## src/rtl/vga_pkg.sv

```systemverilog
// Shared VGA timing presets, pipeline bundle and colour-bar helpers
// for the vga_timing_ctrl slice.
package vga_pkg;

  typedef struct packed {
    int h_sync;
    int h_bp;
    int h_active;
    int h_fp;
    int v_sync;
    int v_bp;
    int v_active;
    int v_fp;
    bit h_pol;
    bit v_pol;
  } vga_mode_t;

  localparam vga_mode_t MODE_640X480 = '{
    h_sync: 96, h_bp: 48, h_active: 640, h_fp: 16,
    v_sync: 2, v_bp: 33, v_active: 480, v_fp: 10,
    h_pol: 1'b0, v_pol: 1'b0
  };

  localparam vga_mode_t MODE_800X600 = '{
    h_sync: 128, h_bp: 88, h_active: 800, h_fp: 40,
    v_sync: 4, v_bp: 23, v_active: 600, v_fp: 1,
    h_pol: 1'b1, v_pol: 1'b1
  };

  localparam vga_mode_t MODE_1024X768 = '{
    h_sync: 136, h_bp: 160, h_active: 1024, h_fp: 24,
    v_sync: 6, v_bp: 29, v_active: 768, v_fp: 3,
    h_pol: 1'b0, v_pol: 1'b0
  };

  // Per-counter-state flags carried down the alignment pipe
  typedef struct packed {
    logic hs;
    logic vs;
    logic act;
    logic first;
  } tim_t;

  // Bar codes are {b,g,r}; each bit fans out to a full field
  localparam logic [2:0] BAR_WHITE   = 3'b111;
  localparam logic [2:0] BAR_YELLOW  = 3'b011;
  localparam logic [2:0] BAR_CYAN    = 3'b110;
  localparam logic [2:0] BAR_GREEN   = 3'b010;
  localparam logic [2:0] BAR_MAGENTA = 3'b101;
  localparam logic [2:0] BAR_RED     = 3'b001;
  localparam logic [2:0] BAR_BLUE    = 3'b100;
  localparam logic [2:0] BAR_BLACK   = 3'b000;

  function automatic logic [2:0] bar_code(
    input logic [2:0] idx
  );
    logic [2:0] c;
    c = BAR_BLACK;
    case (idx)
      3'd0: c = BAR_WHITE;
      3'd1: c = BAR_YELLOW;
      3'd2: c = BAR_CYAN;
      3'd3: c = BAR_GREEN;
      3'd4: c = BAR_MAGENTA;
      3'd5: c = BAR_RED;
      3'd6: c = BAR_BLUE;
      default: c = BAR_BLACK;
    endcase
    return c;
  endfunction

  function automatic int clog2(input int v);
    int r;
    r = 0;
    for (int i = 0; i < 31; i++)
      if ((1 << i) < v) r = i + 1;
    return (r == 0) ? 1 : r;
  endfunction

endpackage

```

## src/rtl/vga_timing_ctrl_if.sv

```systemverilog
// Frame-buffer request/data side and DAC pin side of vga_timing_ctrl.
// master = controller, slave = requester/DAC model.
interface vga_timing_ctrl_if #(
  parameter int R_W = 5,
  parameter int G_W = 6,
  parameter int B_W = 5
);
  localparam int PIX_W = R_W + G_W + B_W;

  logic             data_req;
  logic             req_frame_start;
  logic [PIX_W-1:0] din;
  logic             din_valid;
  logic             frame_start;
  logic             vga_hsync;
  logic             vga_vsync;
  logic             vga_de;
  logic [R_W-1:0]   vga_red;
  logic [G_W-1:0]   vga_green;
  logic [B_W-1:0]   vga_blue;
  logic             underflow;

  modport master (
    input  din, din_valid,
    output data_req, req_frame_start,
    output frame_start, vga_hsync, vga_vsync,
    output vga_de, vga_red, vga_green, vga_blue,
    output underflow
  );

  modport slave (
    output din, din_valid,
    input  data_req, req_frame_start,
    input  frame_start, vga_hsync, vga_vsync,
    input  vga_de, vga_red, vga_green, vga_blue,
    input  underflow
  );

endinterface

```

## src/rtl/vga_pattern_gen.sv

```systemverilog
// Eight vertical colour bars from the aligned active x index.
// Only instantiated when VGA_TEST_PATTERN_EN is defined.
module vga_pattern_gen
  import vga_pkg::*;
#(
  parameter int H_ACTIVE = 1024,
  parameter int XW       = 11,
  parameter int R_W      = 5,
  parameter int G_W      = 6,
  parameter int B_W      = 5
) (
  input  logic [XW-1:0]            x,
  output logic [R_W+G_W+B_W-1:0]   rgb
);

  localparam int BAR_W = (H_ACTIVE / 8 > 0) ? H_ACTIVE / 8 : 1;

  int         bar;
  logic [2:0] code;

  always_comb begin
    bar = int'(x) / BAR_W;
    if (bar > 7) bar = 7;
    code = bar_code(3'(bar));
    rgb = {{B_W{code[2]}}, {G_W{code[1]}}, {R_W{code[0]}}};
  end

endmodule

```

## src/rtl/vga_timing_ctrl.sv

```systemverilog
// Parametrised VGA timing with latency-aligned pixel fetch and underflow.
// Optional colour-bar source under `define VGA_TEST_PATTERN_EN.
module vga_timing_ctrl
  import vga_pkg::*;
#(
  parameter int H_SYNC   = 136,
  parameter int H_BP     = 160,
  parameter int H_ACTIVE = 1024,
  parameter int H_FP     = 24,
  parameter int V_SYNC   = 6,
  parameter int V_BP     = 29,
  parameter int V_ACTIVE = 768,
  parameter int V_FP     = 3,
  parameter bit H_POL    = 1'b0,
  parameter bit V_POL    = 1'b0,
  parameter int R_W      = 5,
  parameter int G_W      = 6,
  parameter int B_W      = 5,
  parameter int REQ_LAT  = 2
) (
  input logic clk,
  input logic rst,
  input logic en,
`ifdef VGA_TEST_PATTERN_EN
  input logic pattern_sel,
`endif
  vga_timing_ctrl_if.master bus
);

  localparam int H_TOT  = H_SYNC + H_BP + H_ACTIVE + H_FP;
  localparam int V_TOT  = V_SYNC + V_BP + V_ACTIVE + V_FP;
  localparam int HW     = clog2(H_TOT);
  localparam int VW     = clog2(V_TOT);
  localparam int PIX_W  = R_W + G_W + B_W;
  localparam int H_ACT0 = H_SYNC + H_BP;
  localparam int V_ACT0 = V_SYNC + V_BP;

  logic [HW-1:0] h_cnt;
  logic [VW-1:0] v_cnt;
  logic          h_last;
  logic          v_last;

  assign h_last = h_cnt == HW'(H_TOT - 1);
  assign v_last = v_cnt == VW'(V_TOT - 1);

  always_ff @(posedge clk or posedge rst) begin
    if (rst) begin
      h_cnt <= '0;
      v_cnt <= '0;
    end else if (!en) begin
      h_cnt <= '0;
      v_cnt <= '0;
    end else if (h_last) begin
      h_cnt <= '0;
      v_cnt <= v_last ? '0 : v_cnt + VW'(1);
    end else begin
      h_cnt <= h_cnt + HW'(1);
    end
  end

  tim_t cur;
  logic first_px;
  logic h_in;
  logic v_in;

  always_comb begin
    h_in = (int'(h_cnt) >= H_ACT0)
        && (int'(h_cnt) < H_ACT0 + H_ACTIVE);
    v_in = (int'(v_cnt) >= V_ACT0)
        && (int'(v_cnt) < V_ACT0 + V_ACTIVE);
    cur       = '0;
    cur.hs    = int'(h_cnt) < H_SYNC;
    cur.vs    = int'(v_cnt) < V_SYNC;
    cur.act   = h_in && v_in;
    cur.first = (h_cnt == '0) && (v_cnt == '0);
    first_px  = (int'(h_cnt) == H_ACT0)
             && (int'(v_cnt) == V_ACT0);
  end

  always_ff @(posedge clk or posedge rst) begin
    if (rst) begin
      bus.data_req        <= 1'b0;
      bus.req_frame_start <= 1'b0;
    end else if (!en) begin
      bus.data_req        <= 1'b0;
      bus.req_frame_start <= 1'b0;
    end else begin
      bus.data_req        <= cur.act;
      bus.req_frame_start <= cur.act & first_px;
    end
  end

  // Tail entry lines up with the cycle the requester returns din
  tim_t [REQ_LAT:0] pipe;
  tim_t             tail;

  always_ff @(posedge clk or posedge rst) begin
    if (rst) begin
      pipe <= '0;
    end else if (!en) begin
      pipe <= '0;
    end else begin
      pipe[0] <= cur;
      for (int i = 1; i <= REQ_LAT; i++)
        pipe[i] <= pipe[i-1];
    end
  end

  assign tail = pipe[REQ_LAT];

  logic             pix_ok;
  logic [PIX_W-1:0] pix;

`ifdef VGA_TEST_PATTERN_EN
  logic [HW-1:0]    x_cur;
  logic [HW-1:0]    x_pipe [REQ_LAT+1];
  logic [PIX_W-1:0] pat;

  assign x_cur = h_cnt - HW'(H_ACT0);

  always_ff @(posedge clk or posedge rst) begin
    if (rst) begin
      for (int i = 0; i <= REQ_LAT; i++)
        x_pipe[i] <= '0;
    end else begin
      x_pipe[0] <= x_cur;
      for (int i = 1; i <= REQ_LAT; i++)
        x_pipe[i] <= x_pipe[i-1];
    end
  end

  vga_pattern_gen #(
    .H_ACTIVE (H_ACTIVE),
    .XW       (HW),
    .R_W      (R_W),
    .G_W      (G_W),
    .B_W      (B_W)
  ) u_pattern (
    .x   (x_pipe[REQ_LAT]),
    .rgb (pat)
  );

  assign pix_ok = pattern_sel | bus.din_valid;
  assign pix    = pattern_sel ? pat : bus.din;
`else
  assign pix_ok = bus.din_valid;
  assign pix    = bus.din;
`endif

  logic uf_pix;

  always_ff @(posedge clk or posedge rst) begin
    if (rst) begin
      bus.vga_hsync   <= ~H_POL;
      bus.vga_vsync   <= ~V_POL;
      bus.vga_de      <= 1'b0;
      bus.frame_start <= 1'b0;
      uf_pix          <= 1'b0;
      {bus.vga_blue, bus.vga_green, bus.vga_red} <= '0;
    end else if (!en) begin
      bus.vga_hsync   <= ~H_POL;
      bus.vga_vsync   <= ~V_POL;
      bus.vga_de      <= 1'b0;
      bus.frame_start <= 1'b0;
      uf_pix          <= 1'b0;
      {bus.vga_blue, bus.vga_green, bus.vga_red} <= '0;
    end else begin
      bus.vga_hsync   <= tail.hs ? H_POL : ~H_POL;
      bus.vga_vsync   <= tail.vs ? V_POL : ~V_POL;
      bus.vga_de      <= tail.act;
      bus.frame_start <= tail.first;
      uf_pix          <= tail.act & ~pix_ok;
      {bus.vga_blue, bus.vga_green, bus.vga_red} <=
        (tail.act && pix_ok) ? pix : '0;
    end
  end

  // A missing pixel in the frame_start cycle outranks the clear
  always_ff @(posedge clk or posedge rst) begin
    if (rst)
      bus.underflow <= 1'b0;
    else if (uf_pix)
      bus.underflow <= 1'b1;
    else if (bus.frame_start)
      bus.underflow <= 1'b0;
  end

endmodule
```

## src/flat_wrapper.sv

```systemverilog
// flat-port wrapper written by rule: the top's interface ports become plain ports
module vga_timing_ctrl_flat import vga_pkg::*;
#(
  parameter int H_SYNC   = 136,
  parameter int H_BP     = 160,
  parameter int H_ACTIVE = 1024,
  parameter int H_FP     = 24,
  parameter int V_SYNC   = 6,
  parameter int V_BP     = 29,
  parameter int V_ACTIVE = 768,
  parameter int V_FP     = 3,
  parameter bit H_POL    = 1'b0,
  parameter bit V_POL    = 1'b0,
  parameter int R_W      = 5,
  parameter int G_W      = 6,
  parameter int B_W      = 5,
  parameter int REQ_LAT  = 2
)
  (clk, rst, en, bus_din, bus_din_valid, bus_data_req, bus_req_frame_start, bus_frame_start, bus_vga_hsync, bus_vga_vsync, bus_vga_de, bus_vga_red, bus_vga_green, bus_vga_blue, bus_underflow);
  vga_timing_ctrl_if #(.R_W(R_W), .G_W(G_W), .B_W(B_W)) bus_i ();
  input logic clk;
  input logic rst;
  input logic en;
  input wire logic [$bits(bus_i.din)-1:0] bus_din;
  input wire logic [$bits(bus_i.din_valid)-1:0] bus_din_valid;
  output wire logic [$bits(bus_i.data_req)-1:0] bus_data_req;
  output wire logic [$bits(bus_i.req_frame_start)-1:0] bus_req_frame_start;
  output wire logic [$bits(bus_i.frame_start)-1:0] bus_frame_start;
  output wire logic [$bits(bus_i.vga_hsync)-1:0] bus_vga_hsync;
  output wire logic [$bits(bus_i.vga_vsync)-1:0] bus_vga_vsync;
  output wire logic [$bits(bus_i.vga_de)-1:0] bus_vga_de;
  output wire logic [$bits(bus_i.vga_red)-1:0] bus_vga_red;
  output wire logic [$bits(bus_i.vga_green)-1:0] bus_vga_green;
  output wire logic [$bits(bus_i.vga_blue)-1:0] bus_vga_blue;
  output wire logic [$bits(bus_i.underflow)-1:0] bus_underflow;
  assign bus_i.din = bus_din;
  assign bus_i.din_valid = bus_din_valid;
  assign bus_data_req = bus_i.data_req;
  assign bus_req_frame_start = bus_i.req_frame_start;
  assign bus_frame_start = bus_i.frame_start;
  assign bus_vga_hsync = bus_i.vga_hsync;
  assign bus_vga_vsync = bus_i.vga_vsync;
  assign bus_vga_de = bus_i.vga_de;
  assign bus_vga_red = bus_i.vga_red;
  assign bus_vga_green = bus_i.vga_green;
  assign bus_vga_blue = bus_i.vga_blue;
  assign bus_underflow = bus_i.underflow;
  vga_timing_ctrl #(.H_SYNC(H_SYNC), .H_BP(H_BP), .H_ACTIVE(H_ACTIVE), .H_FP(H_FP), .V_SYNC(V_SYNC), .V_BP(V_BP), .V_ACTIVE(V_ACTIVE), .V_FP(V_FP), .H_POL(H_POL), .V_POL(V_POL), .R_W(R_W), .G_W(G_W), .B_W(B_W), .REQ_LAT(REQ_LAT)) u_core (.clk(clk), .rst(rst), .en(en), .bus(bus_i));
endmodule
```

## config.mk

```make
export PLATFORM = sky130hd
export DESIGN_NAME = vga_timing_ctrl_flat
export DESIGN_NICKNAME = d
export VERILOG_FILES = /design/src/rtl/vga_pkg.sv /design/src/rtl/vga_timing_ctrl_if.sv /design/src/rtl/vga_pattern_gen.sv /design/src/rtl/vga_timing_ctrl.sv /design/src/flat_wrapper.sv
export SDC_FILE = /design/constraint.sdc
export NUM_CORES = 1
export LEC_CHECK = 0
export ABC_CLOCK_PERIOD_IN_PS = 2900
export CORE_MARGIN = 2
export CORE_UTILIZATION = 36
export CTS_BUF_LIST = sky130_fd_sc_hd__clkbuf_4 sky130_fd_sc_hd__clkbuf_8
export CTS_CLUSTER_DIAMETER = 120
export DETAILED_ROUTE_END_ITERATION = 10
export PLACE_DENSITY = 0.59
export SETUP_SLACK_MARGIN = 0.3
export SLEW_MARGIN = 10
export SYNTH_ARGS = -nofsm -noshare
export SYNTH_HDL_FRONTEND = slang
export SYNTH_SLANG_ARGS = --single-unit
```

## constraint.sdc

```tcl
create_clock -name clk -period 2.9 [get_ports clk]
set_input_delay 0.87 -clock clk [delete_from_list [all_inputs] [get_ports clk]]
set_output_delay 0.87 -clock clk [all_outputs]
set_load 0.02 [all_outputs]
```

==> results.cfg <==
[run_status]
status = complete, no violations

[placement]
placed_cell_area_mm2 = 0.00295
place_congestion = 0.772
portBuffers = 42
dp.final_hpwl_um = 3240
pre_cts_ws_ns = 0.548

[synthesis]
synth_edf_count = 0
syn_nets = 243
postSynthAreaPerCell_um2 = 11.1
seq_area_frac_synth_pct = 57.8
yosys_warnings = 0
synthCells = 218
synthFlopType = dfrtp_1
syn-cell-area_mm2 = 0.00243
synth.distinct_cells = 42
async_flop_share_pct = 100
synth-seq-cells = 56

[pwr]
power_density_mw_per_mm2 = 481
totalPowerFinal_w = 0.00148
p_leak_nw = 1.37
vdd.ir_drop.worst_mv = 0.198

[cts]
cts_hold_buf = 0
clk_pin_slew_ns = 0.11
cts_tree = done
insertion_delay_ns = 0.31
numCtsBuffers = 5
cts_htree_levels = 2
clock-sinks = 56
cts_resized = 0
cts_root_buffer = clkbuf_8
post-cts-setup-buffers = 0
clock_path_buffers = 2

[detailed_routing]
wl_per_cell_um = 13.7
ant_nets = 0
first_pass_iters = 4
drc_errors = 0
drt_iter0_markers = 61
vias = 1731
vias_per_cell = 5.08
wl_um = 4680

[die]
io_pins = 43
dieArea_mm2 = 0.00742
initial_utilization_pct = 37.8
core-area_mm2 = 0.00642
rows = 29
die_y_um = 86.1
fp.dieW_um = 86.1

[sta]
relSlewSlack_pct = 67.6
hold_viol = 0
tightest_slew_ns = 0.481
finalCriticalPeriod_ns = 2.31
fin_worst_skew_ns = 0.00872
setup_viol_count_final = 0
max_freq_mhz = 434
fin_crit_sh_pct = 79.5
worst_slack_ns = 0.595
grt_setup_unrepaired = no
setup_tns_ns = 0
slew_viol_final = 0

[final_layout]
final_core_util_pct = 48.1
n_antenna_cell = 0
drive_above_1_share_pct = 8.33
area_delta_synth_final_pct = 27.2
nNetsFinal = 288
fin_area_mm2 = 0.00309
mostFrequentLayoutCells = dfrtp_1, clkdlybuf4s50_1, and2_1
layout.cells.most_common = dfrtp_1

[worst_setup_path]
cpMaxStageDelayCell = clkdlybuf4s50_1
max_stage_delay_ns = 0.59
critPathLaunchType = flop
critical_path_buf_inv_count = 1
end_kind = output pin
cp_top_family = buffers and inverters
path_max_fanout = 1
critPathKind = reg2out
critPathRequiredTime_ns = 2.03
crit_arrival_ns = 1.44
path_cells = clkdlybuf4s50_1

[worst_hold_path]
hp-class = reg2reg

[job]
cap_violations = 0

[global_route]
grt_max_degree = 38
grt_pass1_wl_um = 7860
antenna_found_initial = 0
grt_use_total_pct = 13.3
grt_pass1_vias = 1621
grt-ovfl-total = 0
## cells in the mapped netlist (4+ instances only)
cell type,number,area [um2]
dfrtp_1,54,1350
and2_1,29,181
nand2_1,14,52.6
nor2_1,12,45.0
inv_1,10,37.5
nand3_1,7,35.0
nand4_1,6,37.5
o21ai_1,6,30.0
xnor2_1,6,52.6
a21oi_1,5,25.0
ha_1,5,62.6
nand2b_1,5,31.3
nor3_1,5,25.0
a31oi_1,4,25.0
clkbuf_1,4,15.0
o21ai_0,4,20.0
## final timing paths
kind / start / endpoint / slack [ns] / depth (start not counted)
worst min-delay path: u_core.pipe[10]$_DFF_PP0_ / u_core.bus.vga_vsync$_DFF_PP1_ / 0.38 / 1
worst max register to register: u_core.h_cnt[0]$_DFF_PP0_ / u_core.h_cnt[5]$_DFF_PP0_ / 0.83 / 5
worst max-delay path: u_core.bus.vga_vsync$_DFF_PP1_ / bus_vga_vsync / 0.59 / 1
max in group asynchronous: rst / u_core.pipe[0]$_DFF_PP0_ / 1.50 / 3
min in group asynchronous: rst / u_core.bus.vga_red[4]$_DFF_PP0_ / 0.86 / 2
worst min register to register: u_core.pipe[10]$_DFF_PP0_ / u_core.bus.vga_vsync$_DFF_PP1_ / 0.38 / 1
## logic make-up (layout without fill, tap and decap cells)
group	Yosys count	count (layout)	synth area share, %
AOI/OAI and AO/OA	31	31	9.12
xor gates and xnor gates	9	9	3.25
adders and majority gates	5	5	2.58
buffers and inverters	17	63	2.78
DFF	56	56	57.8
muxes	1	1	0.412
and+or+nand+nor	99	99	24.0
## stage by stage
step	hold slack [ns]	std cells
floorplan	0.352	218
global route	0.398	341
finish	0.381	341
global placement	0.372	333
detailed placement	0.369	333
CTS	0.384	341
## layout make-up
type | instances | area [um2]
repair buffers | 45 | 455
inverters | 10 | 37.5
multi-input cells | 145 | 956
flip-flops and latches | 56 | 1400
clock buffers | 5 | 68.8
well taps | 77 | 96.3
fillers | 562 | 3340
clock inverters | 3 | 68.8
## sequential cells by signal, indices dropped and copies added, names as in the netlist, 5 cells and up
name	cells
u_core.bus.vga_blue	5
u_core.bus.vga_green	6
u_core.bus.vga_red	5
u_core.h_cnt	11
u_core.pipe	11
u_core.v_cnt	10
## per-layer routing
layer | track usage (%) | vias up | part of all wire (%)
li1 | - | 839 | -
met1 | 18.8 | 822 | 50
met2 | 20.2 | 61 | 42
met3 | 2.69 | 9 | 5.7
met5 | 0 | - | 0
met4 | 5.19 | 0 | 1.6
## report_power, final
| part | switching [W] | internal, W | total (W) |
|---|---|---|---|
| sequential | 0.00000586 | 0.000792 | 0.000798 |
| clock | 0.000259 | 0.000348 | 0.000606 |
| combinational | 0.0000398 | 0.0000408 | 0.0000807 |
| total | 0.000304 | 0.00118 | 0.00148 |
No activity file was read; power rests on OpenSTA's default activity.
